===== src/rtl/div_hilo_unit_if.sv =====
// ============================================================================
// Module   : div_hilo_unit_if
// Purpose  : E-stage divide request, M-stage HI/LO write and HI/LO read bundle.
// Revision : 1.0 - initial release
// ============================================================================
`default_nettype none

interface div_hilo_unit_if;
   logic        DivStartE;
   logic        DivSignedE;
   logic [31:0] SrcAE;
   logic [31:0] SrcBE;
   logic        FlushE;
   logic        HiWeM;
   logic        LoWeM;
   logic [31:0] ALUOutHighM;
   logic [31:0] ALUOutM;
   logic [31:0] HiOut;
   logic [31:0] LoOut;
   logic        DivBusyE;
   logic        DivDoneE;

   modport master (
      output DivStartE, DivSignedE, SrcAE, SrcBE, FlushE,
      output HiWeM, LoWeM, ALUOutHighM, ALUOutM,
      input  HiOut, LoOut, DivBusyE, DivDoneE
   );

   modport slave (
      input  DivStartE, DivSignedE, SrcAE, SrcBE, FlushE,
      input  HiWeM, LoWeM, ALUOutHighM, ALUOutM,
      output HiOut, LoOut, DivBusyE, DivDoneE
   );
endinterface

`default_nettype wire


===== src/rtl/div_hilo_unit.sv =====
// ============================================================================
// Module   : div_hilo_unit
// Purpose  : Iterative 32-bit DIV/DIVU (radix-2 restoring) with HI/LO registers.
// Revision : 1.0 - initial release
// ============================================================================
`default_nettype none

module div_hilo_unit (
   input  logic            clock,
   input  logic            reset,
   div_hilo_unit_if.slave  bus
);

   typedef enum logic [1:0] {
      ST_IDLE    = 2'd0,
      ST_DIVZERO = 2'd1,
      ST_RUN     = 2'd2,
      ST_DONE    = 2'd3
   } state_t;

   state_t      r_state;
   state_t      w_next;
   logic [4:0]  r_count;
   logic [31:0] r_rem;
   logic [31:0] r_quo;
   logic [31:0] r_dvsr;
   logic        r_qneg;
   logic        r_rneg;
   logic [31:0] r_hi;
   logic [31:0] r_lo;

   logic        w_accept;
   logic        w_busy;
   logic        w_done;
   logic        w_div_wr;
   logic [31:0] w_abs_a;
   logic [31:0] w_abs_b;
   logic [32:0] w_shift;
   logic [32:0] w_trial;
   logic [31:0] w_quo_fin;
   logic [31:0] w_rem_fin;

   // Gated by reset so the stall request reads 0 while reset is held.
   assign w_accept = reset && (r_state == ST_IDLE) && bus.DivStartE && !bus.FlushE;

   assign w_abs_a = (bus.DivSignedE && bus.SrcAE[31]) ? (32'd0 - bus.SrcAE) : bus.SrcAE;
   assign w_abs_b = (bus.DivSignedE && bus.SrcBE[31]) ? (32'd0 - bus.SrcBE) : bus.SrcBE;

   // 33-bit partial remainder; bit 32 of the trial is the restore decision.
   assign w_shift = {r_rem, r_quo[31]};
   assign w_trial = w_shift - {1'b0, r_dvsr};

   assign w_quo_fin = r_qneg ? (32'd0 - r_quo) : r_quo;
   assign w_rem_fin = r_rneg ? (32'd0 - r_rem) : r_rem;
   assign w_div_wr  = (r_state == ST_DONE) && !bus.FlushE;

   always_ff @(posedge clock or negedge reset) begin
      if (!reset) begin
         r_state <= ST_IDLE;
      end else begin
         r_state <= w_next;
      end
   end

   always_comb begin
      w_next = r_state;
      w_busy = 1'b0;
      w_done = 1'b0;
      case (r_state)
         ST_IDLE: begin
            if (w_accept) begin
               w_busy = 1'b1;
               w_next = (bus.SrcBE == 32'd0) ? ST_DIVZERO : ST_RUN;
            end
         end
         ST_RUN: begin
            w_busy = 1'b1;
            if (r_count == 5'd31) begin
               w_next = ST_DONE;
            end
         end
         ST_DONE: begin
            w_done = !bus.FlushE;
            w_next = ST_IDLE;
         end
         ST_DIVZERO: begin
            w_done = !bus.FlushE;
            w_next = ST_IDLE;
         end
         default: w_next = ST_IDLE;
      endcase
      if (bus.FlushE) begin
         w_next = ST_IDLE;
      end
   end

   always_ff @(posedge clock or negedge reset) begin
      if (!reset) begin
         r_count <= 5'd0;
         r_rem   <= 32'd0;
         r_quo   <= 32'd0;
         r_dvsr  <= 32'd0;
         r_qneg  <= 1'b0;
         r_rneg  <= 1'b0;
      end else if (w_accept) begin
         r_count <= 5'd0;
         r_rem   <= 32'd0;
         r_quo   <= w_abs_a;
         r_dvsr  <= w_abs_b;
         r_qneg  <= bus.DivSignedE && (bus.SrcAE[31] ^ bus.SrcBE[31]);
         r_rneg  <= bus.DivSignedE && bus.SrcAE[31];
      end else if (r_state == ST_RUN) begin
         r_count <= r_count + 5'd1;
         r_rem   <= w_trial[32] ? w_shift[31:0] : w_trial[31:0];
         r_quo   <= {r_quo[30:0], ~w_trial[32]};
      end
   end

   // The divide result is the younger instruction, so it beats MTHI/MTLO.
   always_ff @(posedge clock or negedge reset) begin
      if (!reset) begin
         r_hi <= 32'd0;
         r_lo <= 32'd0;
      end else if (w_div_wr) begin
         r_hi <= w_rem_fin;
         r_lo <= w_quo_fin;
      end else begin
         if (bus.HiWeM) r_hi <= bus.ALUOutHighM;
         if (bus.LoWeM) r_lo <= bus.ALUOutM;
      end
   end

   assign bus.HiOut    = r_hi;
   assign bus.LoOut    = r_lo;
   assign bus.DivBusyE = w_busy;
   assign bus.DivDoneE = w_done;

endmodule

`default_nettype wire


===== src/flat_wrapper.sv =====
// flat-port wrapper written by rule: the top's interface ports become plain ports
module div_hilo_unit_flat 
  (clock, reset, bus_DivStartE, bus_DivSignedE, bus_SrcAE, bus_SrcBE, bus_FlushE, bus_HiWeM, bus_LoWeM, bus_ALUOutHighM, bus_ALUOutM, bus_HiOut, bus_LoOut, bus_DivBusyE, bus_DivDoneE);
  div_hilo_unit_if bus_i ();
  input  logic clock;
  input  logic reset;
  input wire logic [$bits(bus_i.DivStartE)-1:0] bus_DivStartE;
  input wire logic [$bits(bus_i.DivSignedE)-1:0] bus_DivSignedE;
  input wire logic [$bits(bus_i.SrcAE)-1:0] bus_SrcAE;
  input wire logic [$bits(bus_i.SrcBE)-1:0] bus_SrcBE;
  input wire logic [$bits(bus_i.FlushE)-1:0] bus_FlushE;
  input wire logic [$bits(bus_i.HiWeM)-1:0] bus_HiWeM;
  input wire logic [$bits(bus_i.LoWeM)-1:0] bus_LoWeM;
  input wire logic [$bits(bus_i.ALUOutHighM)-1:0] bus_ALUOutHighM;
  input wire logic [$bits(bus_i.ALUOutM)-1:0] bus_ALUOutM;
  output wire logic [$bits(bus_i.HiOut)-1:0] bus_HiOut;
  output wire logic [$bits(bus_i.LoOut)-1:0] bus_LoOut;
  output wire logic [$bits(bus_i.DivBusyE)-1:0] bus_DivBusyE;
  output wire logic [$bits(bus_i.DivDoneE)-1:0] bus_DivDoneE;
  assign bus_i.DivStartE = bus_DivStartE;
  assign bus_i.DivSignedE = bus_DivSignedE;
  assign bus_i.SrcAE = bus_SrcAE;
  assign bus_i.SrcBE = bus_SrcBE;
  assign bus_i.FlushE = bus_FlushE;
  assign bus_i.HiWeM = bus_HiWeM;
  assign bus_i.LoWeM = bus_LoWeM;
  assign bus_i.ALUOutHighM = bus_ALUOutHighM;
  assign bus_i.ALUOutM = bus_ALUOutM;
  assign bus_HiOut = bus_i.HiOut;
  assign bus_LoOut = bus_i.LoOut;
  assign bus_DivBusyE = bus_i.DivBusyE;
  assign bus_DivDoneE = bus_i.DivDoneE;
  div_hilo_unit u_core (.clock(clock), .reset(reset), .bus(bus_i));
endmodule

===== config.mk =====
export PLATFORM = sky130hd
export DESIGN_NAME = div_hilo_unit_flat
export DESIGN_NICKNAME = d
export VERILOG_FILES = /design/src/rtl/div_hilo_unit_if.sv /design/src/rtl/div_hilo_unit.sv /design/src/flat_wrapper.sv
export SDC_FILE = /design/constraint.sdc
export NUM_CORES = 1
export LEC_CHECK = 0
export BUFFER_PORTS_ARGS = -buffer_cell sky130_fd_sc_hd__buf_2
export CELL_PAD_IN_SITES_DETAIL_PLACEMENT = 1
export CELL_PAD_IN_SITES_GLOBAL_PLACEMENT = 2
export CORE_AREA = 2 2 169 212
export CTS_CLUSTER_SIZE = 25
export DETAILED_ROUTE_END_ITERATION = 10
export DIE_AREA = 0 0 171 214
export PLACE_DENSITY = 0.76
export SYNTH_ARGS = -nofsm -noshare
export SYNTH_HDL_FRONTEND = slang
export SYNTH_SLANG_ARGS = --single-unit

===== constraint.sdc =====
create_clock -name clock -period 4.15 [get_ports clock]
set_input_delay 0.2075 -clock clock [delete_from_list [all_inputs] [get_ports clock]]
set_output_delay 0.2075 -clock clock [all_outputs]
set_load 0.05 [all_outputs]

==> impl_metrics.yaml <==
run_status:
  status: "finished clean"
critical_path:
  path_cells: "ha_1 > a21oi_1 > o21ai_0 > a221oi_2 > and3_4 > nor2_4 > a211oi_4 > xnor2_4 > buf_4 > mux2i_1 > o21ai_1"
  reg2reg_slack_ns: 0.91
  rr_worst_depth: 11
  worstReg2RegStart: "u_core.r_rem[8]$_DFFE_PN0P_"
  cpMaxStageDelayCell: "dfrtp_1"
  start_kind: "flop"
  worst_ep_required_time_ns: 4.44
  slowest_delay_ns: 0.47
  crit_type: "reg -> reg"
  r2r-end: "u_core.r_rem[11]$_DFFE_PN0P_"
  critPathCaptureType: "flop"
  crit_fanout: 17
  critical_path_arrival_ns: 3.53
route:
  ant_nets: 0
  drc: 0
  drt-vias-per-instance: 5.16
  drt_wl_total_um: 35900
  dr.pass1.iters: 5
  dr_total_vias: 10200
  dr.first_iter.drc_count: 517
  wl_per_cell_um: 18.2
clock_tree:
  clkTransAtPathRegs_ns: 0.07
  cts_tree: "built"
  root_buffer: "clkbuf_16"
  ctsResizeCount: 0
  cts_made_buffers: 17
  clock_path_buffers: 2
  clock_latency_ns: 0.45
  cts_max_level: 4
  cts.sinks: 169
power_and_ir_drop:
  p_leak_nw: 6.12
  p_per_area_nw_per_um2: 641
  ir_drop_uv: 362
yosys:
  synth-seq-area-share_pct: 36.5
  yosys-top-cells-area: "dfrtp_1 (36%), xnor2_1 (8.7%), mux2i_1 (7.9%), a21oi_1 (5.4%), o21ai_0 (4.6%)"
  ys_ff_latch: 169
  synth.avg_cell_area_um2: 8.67
  yosysWarnings: 0
  postSynthCellCount: 1336
  synth_fp_nets: 1510
  async_flop_share_pct: 100
  synthTopCellsByCount: "dfrtp_1 (169), nand2_1 (129), a21oi_1 (124)"
  synth_top_cell_by_area: "dfrtp_1"
  synthDistinctLibCells: 72
  synth-edff-count: 0
  synthesis.area_um2: 11600
  synthFlopType: "dfrtp_1"
  synth_top_area_share_pct: 36.5
  synthMostInstantiatedCell: "dfrtp_1"
worst_hold_path:
  hold_path_class: "in -> reg"
  whs_endpoint: "u_core.r_dvsr[1]$_DFFE_PN0P_"
  holdCritStartpoint: "bus_SrcBE[1]"
  min_path_cells: 3
timing:
  skew_ns: 0.0102
  setup-violations-final: 0
  slew_violations: 0
  rsz0062_at_grt: "false"
  max_freq_ghz: 0.309
  final-hold-violation-count: 0
  tightest_slew_ns: 1.11
  slew_headroom_pct: 26.2
  period_needed_ns: 3.24
  setup_tns_ns: 0
  period_share_pct: 78.0
global_route:
  grt_max_degree: 106
  grt-ovfl-total: 0
  grt_pass1_vias: 10400
  grt_use_total_pct: 19.9
  grt_pass1_wl_um: 57200
  antenna_found_initial: 0
layout:
  antenna_cells: 0
  final_net_count: 1668
  syn2layout_area_growth_pct: 17.2
  num-fill-cells: 4147
  fin_area_um2: 13600
  drive_gt1_share_pct: 17.7
placement:
  gp_congestion: 0.833
  portBuffers: 200
  hpwl_um: 28000
  post_dp_cell_area_um2: 13000
floorplanning:
  start_util_pct: 33.7
  num_rows: 76
  die_area_um2: 36600
  core_area_um2: 34400
  chipHeight_um: 214
  die_w_um: 171
  ioPinCount: 201
flow_run:
  drv_cap: 0
[registers in the layout (all words and copies together) (netlist names)]
| signal | flops |
|---|---|
| u_core.bus.HiOut | 32 |
| u_core.bus.LoOut | 32 |
| u_core.r_count | 5 |
| u_core.r_dvsr | 32 |
| u_core.r_qneg | 1 |
| u_core.r_quo | 32 |
| u_core.r_rem | 32 |
| u_core.r_rneg | 1 |
| u_core.r_state | 2 |
[worst max-delay path, delay by kind of cell, from the launching register on]
| family | cells | cell delay, ns |
|---|---|---|
| AND/OR/NAND/NOR | 2 | 0.31 |
| adder cells (fa/ha/maj) | 1 | 0.38 |
| buffers and inverters | 1 | 0.31 |
| XOR/XNOR | 1 | 0.15 |
| multiplexers | 1 | 0.25 |
| AO/OA/AOI/OAI | 5 | 1.19 |
| flip-flops | 1 | 0.47 |
[layout make-up]
class                   instances  area, µm²  share of cell area [%]
well taps                     468        586                    4.31
flip-flops and latches        169       4230                    31.1
clock buffers                  20        457                    3.36
clock inverters                11        121                   0.894
repair buffers                215       1120                    8.28
inverters                      58        218                    1.60
multi-input cells            1033       6850                    50.4
[per-stage QoR]
stage               utilization [%]  cells  total power, W  worst slack, ns  hold WS (ns)
detailed placement             37.7   1941         0.00717            0.928        0.0331
finish                         39.5   1974         0.00871            0.911        0.0351
CTS                            39.5   1974         0.00881            0.903       0.00916
global placement               37.7   1941         0.00708             1.03        0.0299
floorplan                         -   1336         0.00600             1.21       -0.0881
global route                   39.5   1974         0.00940            0.689        0.0364
[power by group]
| part | internal (W) | switching [W] | leakage [nW] |
|---|---|---|---|
| Combinational | 0.00190 | 0.00263 | 3.74 |
| Clock | 0.000913 | 0.000690 | 0.282 |
| Sequential | 0.00200 | 0.000565 | 2.10 |
[cell usage in the layout, fill, tap and decap left out, types with 6 or more instances in the layout]
cell type / n
nor3_1: 19
a21oi_1: 124
and2_1: 6
inv_1: 58
nand4_1: 6
o21ai_0: 106
nor2b_1: 6
nor2_1: 112
nor4_1: 11
buf_2: 199
mux2i_1: 92
a21o_1: 12
a31oi_1: 10
xnor2_1: 115
clkbuf_16: 17
buf_4: 13
o21ai_1: 26
or3_1: 7
ha_1: 38
o31ai_1: 25
and3_1: 10
nand2_1: 128
o41ai_1: 10
or4_1: 9
a22oi_1: 27
nand3_1: 18
nand2b_1: 11
dfrtp_1: 169
xor2_1: 33
[metal layers]
metal | wire (µm) | vias to the layer above | track usage, % | part of all wire (%)
met4 | 675 | 0 | 5.82 | 1.9
met1 | 16500 | 4910 | 25.9 | 46
li1 | - | 5036 | - | -
met3 | 1430 | 34 | 3.20 | 4.0
met2 | 17300 | 204 | 33.8 | 48
met5 | 0 | - | 0 | 0
[kinds of logic after synthesis]
group	Yosys count	synth area share, %
AO/OA/AOI/OAI	387	20.3
AND/OR/NAND/NOR	366	14.9
flip-flops	169	36.5
XOR/XNOR	149	11.4
buffers and inverters	134	4.69
multiplexers	92	7.95
adder cells (fa/ha/maj)	39	4.28
[how the worst max path moves through the flow]
stage	slack (ns)	to	from	depth (start not counted)
after global placement	1.03	u_core.r_rem[22]$_DFFE_PN0P_	u_core.r_quo[31]$_DFFE_PN0P_	13
after detailed placement	0.93	u_core.r_rem[22]$_DFFE_PN0P_	u_core.r_rem[8]$_DFFE_PN0P_	11
after global routing	0.69	u_core.r_rem[31]$_DFFE_PN0P_	u_core.r_rem[2]$_DFFE_PN0P_	11
final	0.91	u_core.r_rem[11]$_DFFE_PN0P_	u_core.r_rem[8]$_DFFE_PN0P_	11
after floorplan	1.21	u_core.r_rem[20]$_DFFE_PN0P_	u_core.r_quo[31]$_DFFE_PN0P_	13
after CTS	0.90	u_core.r_rem[22]$_DFFE_PN0P_	u_core.r_rem[8]$_DFFE_PN0P_	11
[what timing repair did]
action                                 in CTS  in global routing
hold buffers                                2                  0
endpoints found under the hold margin      11                  0
buffers inserted                            0                  0
(Power assumes the default switching activity.)
